--- src/rtl/tdm_burst_reader.sv ---
// Drains fixed-length bursts from the upstream FIFO into one assigned slot of a TDM frame.
// Generates frame/slot timing and counts own-slots skipped for lack of buffered data.
module tdm_burst_reader #(
    parameter int unsigned WIDTH      = 8,
    parameter int unsigned FIFO_DEPTH = 16,
    parameter int unsigned NUM_SLOTS  = 4,
    parameter int unsigned SLOT_LEN   = 16,
    parameter int unsigned BURST_LEN  = 8
) (
    input  logic                         clk,
    input  logic                         rst,
    input  logic                         en,
    input  logic [$clog2(NUM_SLOTS)-1:0] slot_sel,
    input  logic [$clog2(FIFO_DEPTH):0]  fifo_level,
    output logic                         fifo_ren,
    input  logic [WIDTH-1:0]             fifo_dout,
    output logic [WIDTH-1:0]             tdm_data,
    output logic                         tdm_valid,
    output logic                         tdm_sof,
    output logic [$clog2(NUM_SLOTS)-1:0] tdm_slot,
    output logic [15:0]                  skip_cnt
);
    localparam int unsigned SLOT_W = $clog2(NUM_SLOTS);
    localparam int unsigned CYC_W  = (SLOT_LEN > 1) ? $clog2(SLOT_LEN) : 1;
    localparam int unsigned RD_W   = $clog2(BURST_LEN + 1);

    typedef enum logic [1:0] {
        S_IDLE = 2'd0,
        S_WAIT = 2'd1,
        S_READ = 2'd2
    } state_t;

    state_t            state;
    state_t            state_nxt;
    logic [CYC_W-1:0]  cyc_cnt;
    logic [SLOT_W-1:0] slot_cnt;
    logic [SLOT_W-1:0] my_slot;
    logic [SLOT_W-1:0] eff_slot;
    logic [RD_W-1:0]   rd_cnt;
    logic              rd_valid_d1;
    logic              frame_start;
    logic              own_start;
    logic              level_ok;
    logic              burst_go;
    logic              skip;
    logic              rd_last;
    logic              cyc_wrap;

    // Slot selection is taken live on the frame-start cycle, then held for the frame
    assign frame_start = (cyc_cnt == '0) && (slot_cnt == '0);
    assign eff_slot    = frame_start ? slot_sel : my_slot;
    assign own_start   = (state == S_WAIT) && en && (cyc_cnt == '0) && (slot_cnt == eff_slot);
    assign level_ok    = 32'(fifo_level) >= BURST_LEN;
    assign burst_go    = own_start && level_ok;
    assign skip        = own_start && !level_ok;
    assign rd_last     = rd_cnt == RD_W'(BURST_LEN - 1);
    assign cyc_wrap    = cyc_cnt == CYC_W'(SLOT_LEN - 1);
    assign tdm_slot    = slot_cnt;

    always_ff @(posedge clk or posedge rst) begin
        if (rst) begin
            state <= S_IDLE;
        end else begin
            state <= state_nxt;
        end
    end

    // A burst only ends after its last read; dropping en mid-burst is honoured afterwards
    always_comb begin
        state_nxt = state;
        case (state)
            S_IDLE: begin
                if (en) state_nxt = S_WAIT;
            end
            S_WAIT: begin
                if (!en) begin
                    state_nxt = S_IDLE;
                end else if (burst_go) begin
                    state_nxt = (BURST_LEN > 1) ? S_READ : S_WAIT;
                end
            end
            S_READ: begin
                if (rd_last) state_nxt = S_WAIT;
            end
            default: state_nxt = S_IDLE;
        endcase
    end

    always_comb begin
        fifo_ren = 1'b0;
        tdm_sof  = 1'b0;
        fifo_ren = (state == S_READ) || burst_go;
        tdm_sof  = (state != S_IDLE) && frame_start;
    end

    always_ff @(posedge clk or posedge rst) begin
        if (rst) begin
            cyc_cnt  <= '0;
            slot_cnt <= '0;
        end else if ((state == S_IDLE) || (state_nxt == S_IDLE)) begin
            cyc_cnt  <= '0;
            slot_cnt <= '0;
        end else begin
            cyc_cnt <= cyc_wrap ? '0 : cyc_cnt + CYC_W'(1);
            if (cyc_wrap) begin
                slot_cnt <= (slot_cnt == SLOT_W'(NUM_SLOTS - 1)) ? '0 : slot_cnt + SLOT_W'(1);
            end
        end
    end

    always_ff @(posedge clk or posedge rst) begin
        if (rst) begin
            my_slot  <= '0;
            rd_cnt   <= '0;
            skip_cnt <= '0;
        end else begin
            if (frame_start) my_slot <= slot_sel;
            if (burst_go) begin
                rd_cnt <= RD_W'(1);
            end else if (state == S_READ) begin
                rd_cnt <= rd_last ? '0 : rd_cnt + RD_W'(1);
            end
            if (skip && (skip_cnt != 16'hFFFF)) skip_cnt <= skip_cnt + 16'd1;
        end
    end

    // Two-stage output path: FIFO read latency, then the TDM output register
    always_ff @(posedge clk or posedge rst) begin
        if (rst) begin
            rd_valid_d1 <= 1'b0;
            tdm_valid   <= 1'b0;
            tdm_data    <= '0;
        end else begin
            rd_valid_d1 <= fifo_ren;
            tdm_valid   <= rd_valid_d1;
            tdm_data    <= rd_valid_d1 ? fifo_dout : '0;
        end
    end

endmodule

--- config.mk ---
export PLATFORM = sky130hd
export DESIGN_NAME = tdm_burst_reader
export DESIGN_NICKNAME = d
export VERILOG_FILES = /design/src/rtl/tdm_burst_reader.sv
export SDC_FILE = /design/constraint.sdc
export NUM_CORES = 1
export LEC_CHECK = 0
export CORE_ASPECT_RATIO = 1.1
export CORE_MARGIN = 10
export CORE_UTILIZATION = 35
export DETAILED_ROUTE_END_ITERATION = 6
export PLACE_DENSITY = 0.63
export SYNTH_ARGS = -nofsm -noshare
export SYNTH_HDL_FRONTEND = slang
export SYNTH_SLANG_ARGS = --single-unit
--- constraint.sdc ---
create_clock -name clk -period 2 [get_ports clk]
set_clock_uncertainty 0.1 [all_clocks]
set_input_delay 0.4 -clock clk [delete_from_list [all_inputs] [get_ports clk]]
set_output_delay 0.4 -clock clk [all_outputs]
set_load 0.005 [all_outputs]
**Word level (Yosys, flattened, before mapping)**

Cells that the tools add are included.

- Bits in registers: 40
- Input bits: 18
- Output and inout port bits: 29

- Add/sub/neg operators: 4
- $lt $le $gt $ge: 1
- Equality and inequality tests: 7
- Mux-type cells: 15
- Reduce and logical (&&, ||, !) cells: 18

Operator list:

| operator | number |
|---|---|
| two-way mux 4 bit | 5 |
| adder 16 x 1 -> 16 bit (second input constant) | 1 |
| two-way mux 2 bit | 8 |
| != test 16 bit (second input constant) | 1 |
| adder 4 x 1 -> 4 bit (second input constant) | 2 |
| logical AND 1 bit | 8 |
| two-way mux 8 bit | 1 |
| logical NOT 2 bit | 3 |
| case mux 2 bit (3 select lines) | 1 |
| nonzero test 2 bit | 3 |
| greater-or-equal comparator 5 x 4 -> 1 bit (second input constant) | 1 |
| equality test 2 bit (second input constant) | 2 |
| equality test 4 x 3 -> 1 bit (second input constant) | 1 |
| equality test 4 bit (second input constant) | 1 |
| logical NOT 4 bit | 1 |
| adder 2 x 1 -> 2 bit (second input constant) | 1 |
| equality test 2 x 1 -> 1 bit (second input constant) | 1 |
| equality test 2 bit | 1 |
| logical OR 1 bit | 2 |
| logical NOT 1 bit | 1 |

**Logic depth before layout (Yosys ltp)**

Gate-level depths: netlist of the first run.

- Depth after elaboration: 12
- Gate-level depth with buffers: 8
- Depth with buffers taken out: 7

**Worst setup path before layout of the first run**

Ideal clock, no wire load.

- Path type: reg-to-reg
- Start point: register slot_cnt[0] (netlist: tdm_slot[0])
- End point: register skip_cnt[14]
- Setup time: 0.125 ns
- Arrival time: 1.923 ns
- Data required time: 1.775 ns
- Slack: -0.148 ns
- Cell stages (with the launch flop): 8
- Buffers on the path: 0
- Clock period less this slack: 2.148 ns
- Cell sequence: dfrtp_1 -> inv_1 -> ha_1 -> mux2i_1 -> xnor2_1 -> nand4_4 -> nor4_1 -> mux2_2

- Word-level cells in the longest chain between the ends: 7

Ends and longest elaborated chain:

| what | RTL line | source |
|---|---|---|
| from (decl) | 36 | `logic [SLOT_W-1:0] slot_cnt;` |
| from (signal assigned) | 106 | `slot_cnt <= (slot_cnt == SLOT_W'(NUM_SLOTS - 1)) ? '0 : slot_cnt + SLOT_W'(1);` |
| logical NOT 2 bit | 50 | `assign frame_start = (cyc_cnt == '0) && (slot_cnt == '0);` |
| logical AND 1 bit | 50 |  |
| two-way mux 2 bit | -- |  |
| equality test 2 bit (*) | 52 | `assign own_start = (state == S_WAIT) && en && (cyc_cnt == '0) && (slot_cnt == eff_slot);` |
| logical AND 1 bit (*) | 52 |  |
| logical AND 1 bit (*) | 55 | `assign skip = own_start && !level_ok;` |
| logical AND 1 bit (*) | 123 | `if (skip && (skip_cnt != 16'hFFFF)) skip_cnt <= skip_cnt + 16'd1;` |
| to (signal assigned) | 123 |  |
| to (decl) | 21 | `output logic [15:0] skip_cnt` |

Every way passes the cells marked *; elsewhere a longest branch is shown, timed or not.
A chain may end at the register's enable or synchronous reset.

**Worst setup path after layout of the first run**

- Start point: register slot_cnt[0] (netlist: tdm_slot[0])
- End point: output fifo_ren

- Word-level cells in the longest chain between the ends: 7

Ends and longest elaborated chain:

| what | RTL line | source |
|---|---|---|
| logical NOT 2 bit | 50 |  |
| logical AND 1 bit | 50 |  |
| two-way mux 2 bit | -- |  |
| equality test 2 bit (*) | 52 |  |
| logical AND 1 bit (*) | 52 |  |
| logical AND 1 bit (*) | 54 | `assign burst_go = own_start && level_ok;` |
| logical OR 1 bit (*) | 92 | `fifo_ren = (state == S_READ) \|\| burst_go;` |
| to (decl) | 15 | `output logic fifo_ren,` |

Marks and branches as above.

==> impl_metrics.py, run 1 <==
metrics = {
    "outcome": {
        "run_status": "finished, violations left",
        "failed_checks": "setup timing",
    },
    "final_layout": {
        "layout.nets": 275,
        "antennaDiodeCount": 0,
        "syn_to_final_growth_pct": 57.5,
        "layout-drive-gt1-share": 0.323,
        "final_common_cell": "clkdlybuf4s50_1",
        "final_cell_mix": "clkdlybuf4s50_1, dfrtp_1, buf_4",
        "final_cell_count_no_fill": 326,
    },
    "synthesis": {
        "yosysTopAreaCell": "dfrtp_1",
        "yosysSeqAreaShare": 0.522,
        "async_flop_share": 1.00,
        "syn_avg_cell_area_um2": 11.6,
        "ys_top_cells_by_area": "dfrtp_1, xor2_1, ha_1",
        "synth_top_area_share": 0.522,
        "syn_inst": 166,
        "synth_edf_count": 0,
        "synthFlopType": "dfrtp_1",
        "synthesis.nets": 190,
        "netlist_area_um2": 1920,
        "synth_seq_cells": 40,
        "yosysWarnings": 0,
        "ys_types": 39,
    },
    "setup_path": {
        "end_kind": "output port",
        "cp_num_buf_inv": 3,
        "crit_path_start_kind": "flop",
        "cp_top_family": "flip-flops",
        "arrival_ns": 1.77,
        "worst-setup-path-type": "flop to output port",
        "path_max_fanout": 3,
        "slowest_stage": "dfrtp_1",
        "slowest_delay_ns": 0.40,
        "cp_cell_sequence": "inv_2 > ha_4 > buf_4 > mux2i_4 > xnor2_2 > o2111ai_2 > nand2_1 > buf_2",
        "worstPathRequired_ns": 1.50,
    },
    "place": {
        "dpl_worst_slack_ns": -0.624,
        "place.gp.congestion": 0.743,
        "hpwl_um": 3230,
        "io_buffers": 43,
        "dp.cells": 308,
    },
    "detailed_routing": {
        "vias": 1523,
        "drt_iter0_drc": 43,
        "ant_nets": 0,
        "viasPerCell": 4.67,
        "drt_first_pass_iters": 4,
        "wire_per_inst_um": 14.2,
        "drc": 0,
        "routed_wl_um": 4630,
    },
    "cts": {
        "cts_num_sinks": 40,
        "cts_root_buffer": "clkbuf_8",
        "htreeDepth": 2,
        "cts_tree": "yes",
        "clock_latency_ns": 0.29,
        "ctsLongestPathBuffers": 2,
        "cts.clk_slew.worst_paths_ns": 0.07,
        "cts_buffers": 5,
    },
    "die": {
        "coreArea_um2": 5360,
        "dieArea_um2": 8840,
        "start_util": 0.358,
        "rows": 28,
        "dieHeight_um": 97.6,
        "die_w_um": 90.6,
        "io_pins": 47,
    },
    "pwr": {
        "sequentialPowerShare": 0.515,
        "power.switching_mw": 0.471,
        "p_total_mw": 1.85,
        "clock_power_share": 0.313,
        "swShare": 0.254,
        "powerDensity_nw_per_um2": 613,
        "p_leak_nw": 1.35,
        "internal-power_mw": 1.38,
        "vdd_drop_max_v": 0.000468,
        "comb_power_share": 0.171,
    },
    "run": {
        "maxCapViolCount": 0,
    },
    "global_routing": {
        "grt.met3_usage": 0.0456,
        "grt_pass1_vias": 1580,
        "grt_max_degree": 41,
        "grt_overflow": 0,
        "met1_usage": 0.121,
        "grt.total_usage": 0.110,
        "top_usage_layer": "met2",
        "grt_pass1_wl_um": 7890,
        "met2_usage": 0.186,
        "antenna_found_initial": 0,
    },
    "hold_path": {
        "worstHoldPathType": "input port to asynchronous set/reset pin",
    },
    "timing": {
        "final.setup.tns_ns": -2.77,
        "finalSetupViolCount": 19,
        "min_period_ns": 2.27,
        "finalCritPeriodShare": 1.14,
        "maxSlewViolCount": 0,
        "hold_viol": 0,
        "grt_setup_unrepaired": "yes",
        "tightest_slew_ns": 0.475,
        "slew_headroom": 0.682,
        "setup_slack_ns": -0.273,
        "fmax_mhz": 440,
    },
}
-- flip-flops by register name (all words and copies together), names as in the netlist --
signal	count
tdm_valid	1
rd_valid_d1	1
my_slot	2
skip_cnt	16
state	2
tdm_data	8
tdm_slot	2
cyc_cnt	4
rd_cnt	4
-- power groups by stage --
stage	combinational, mW	sequential [mW]	clock, mW
after floorplan	0.150	0.957	0
after global placement	0.300	0.966	0
after detailed placement	0.308	0.967	0
after CTS	0.323	0.955	0.604
after global routing	0.358	0.969	0.639
final	0.317	0.955	0.580
-- cell type report --
cell class	count	area, um^2
Tap cell	75	93.8
Sequential cell	40	1000
Fill cell	472	2340
Multi-Input combinational cell	115	1060
Timing Repair Buffer	80	734
Clock buffer	7	96.3
Inverter	9	33.8
-- per-layer routing --
metal / up-vias / part of all wire
met5: - / 0
met4: 0 / 0.014
met3: 6 / 0.069
met2: 36 / 0.49
met1: 735 / 0.42
li1: 746 / -
-- final timing paths --
path                             startpoint            to  slack, ns  depth (start not counted)
worst max-delay path            tdm_slot[0]      fifo_ren      -0.27                          8
max in group asynchronous               rst  skip_cnt[14]       1.23                          3
worst min register to register  skip_cnt[7]   skip_cnt[7]       0.39                          1
worst max register to register  tdm_slot[0]   skip_cnt[7]      -0.27                         11
worst min-delay path                    rst   tdm_slot[0]       0.37                          3
min in group clk                skip_cnt[7]   skip_cnt[7]       0.39                          1
-- worst reg2reg max path, stage by stage, from the launching register on --
cell and delay, ns:
dfrtp_1 0.40, inv_2 0.09, ha_4 0.14, buf_4 0.12, mux2i_4 0.23, xnor2_2 0.14
buf_4 0.18, nand4_4 0.20, buf_4 0.21, buf_6 0.11, nor4_4 0.14, xor2_1 0.16
-- per-stage QoR --
| stage | util | instance area, um^2 | hold WS (ns) |
|---|---|---|---|
| final | 0.564 | 3020 | 0.373 |
| after global routing | 0.564 | 3020 | 0.403 |
| after CTS | 0.560 | 3000 | 0.381 |
| after detailed placement | 0.504 | 2700 | 0.389 |
| after global placement | 0.504 | 2700 | 0.382 |
| after floorplan | - | 1960 | 0.331 |
-- cells in the mapped netlist, drive strengths merged, types with 3 or more instances --
library cell  number
and2              10
ha                 6
mux2               5
inv                9
xnor2              5
nand2             16
a21oi              5
nor3               6
mux2i              3
nand4              4
dfrtp             40
nand3              6
xor2              12
nor2               7
nor4               8
nor3b              3
-- logic make-up (layout without fill, tap and decap cells) --
group | Yosys count | count (layout) | synth area share
muxes | 8 | 8 | 0.0450
buffers and inverters | 12 | 96 | 0.0280
xor gates and xnor gates | 17 | 17 | 0.0776
AOI/OAI and AO/OA | 10 | 10 | 0.0313
DFF | 40 | 40 | 0.522
and+or+nand+nor | 73 | 74 | 0.257
adders and majority gates | 6 | 6 | 0.0391
-- timing repair --
action,in CTS,in global routing
setup endpoints to repair,18,22
pin swaps,18,2
setup buffers,9,1
hold buffers,0,0
gates resized for setup,29,3
gates cloned,1,0
Note: power is estimated with default switching activity, not from simulation.
==> inputs of run 2 (changes only) <==
SLEW_MARGIN = 20   (was not set)
==> results of run 2 <==
No change in the layout: final DEF, timing and power equal those of run 1.
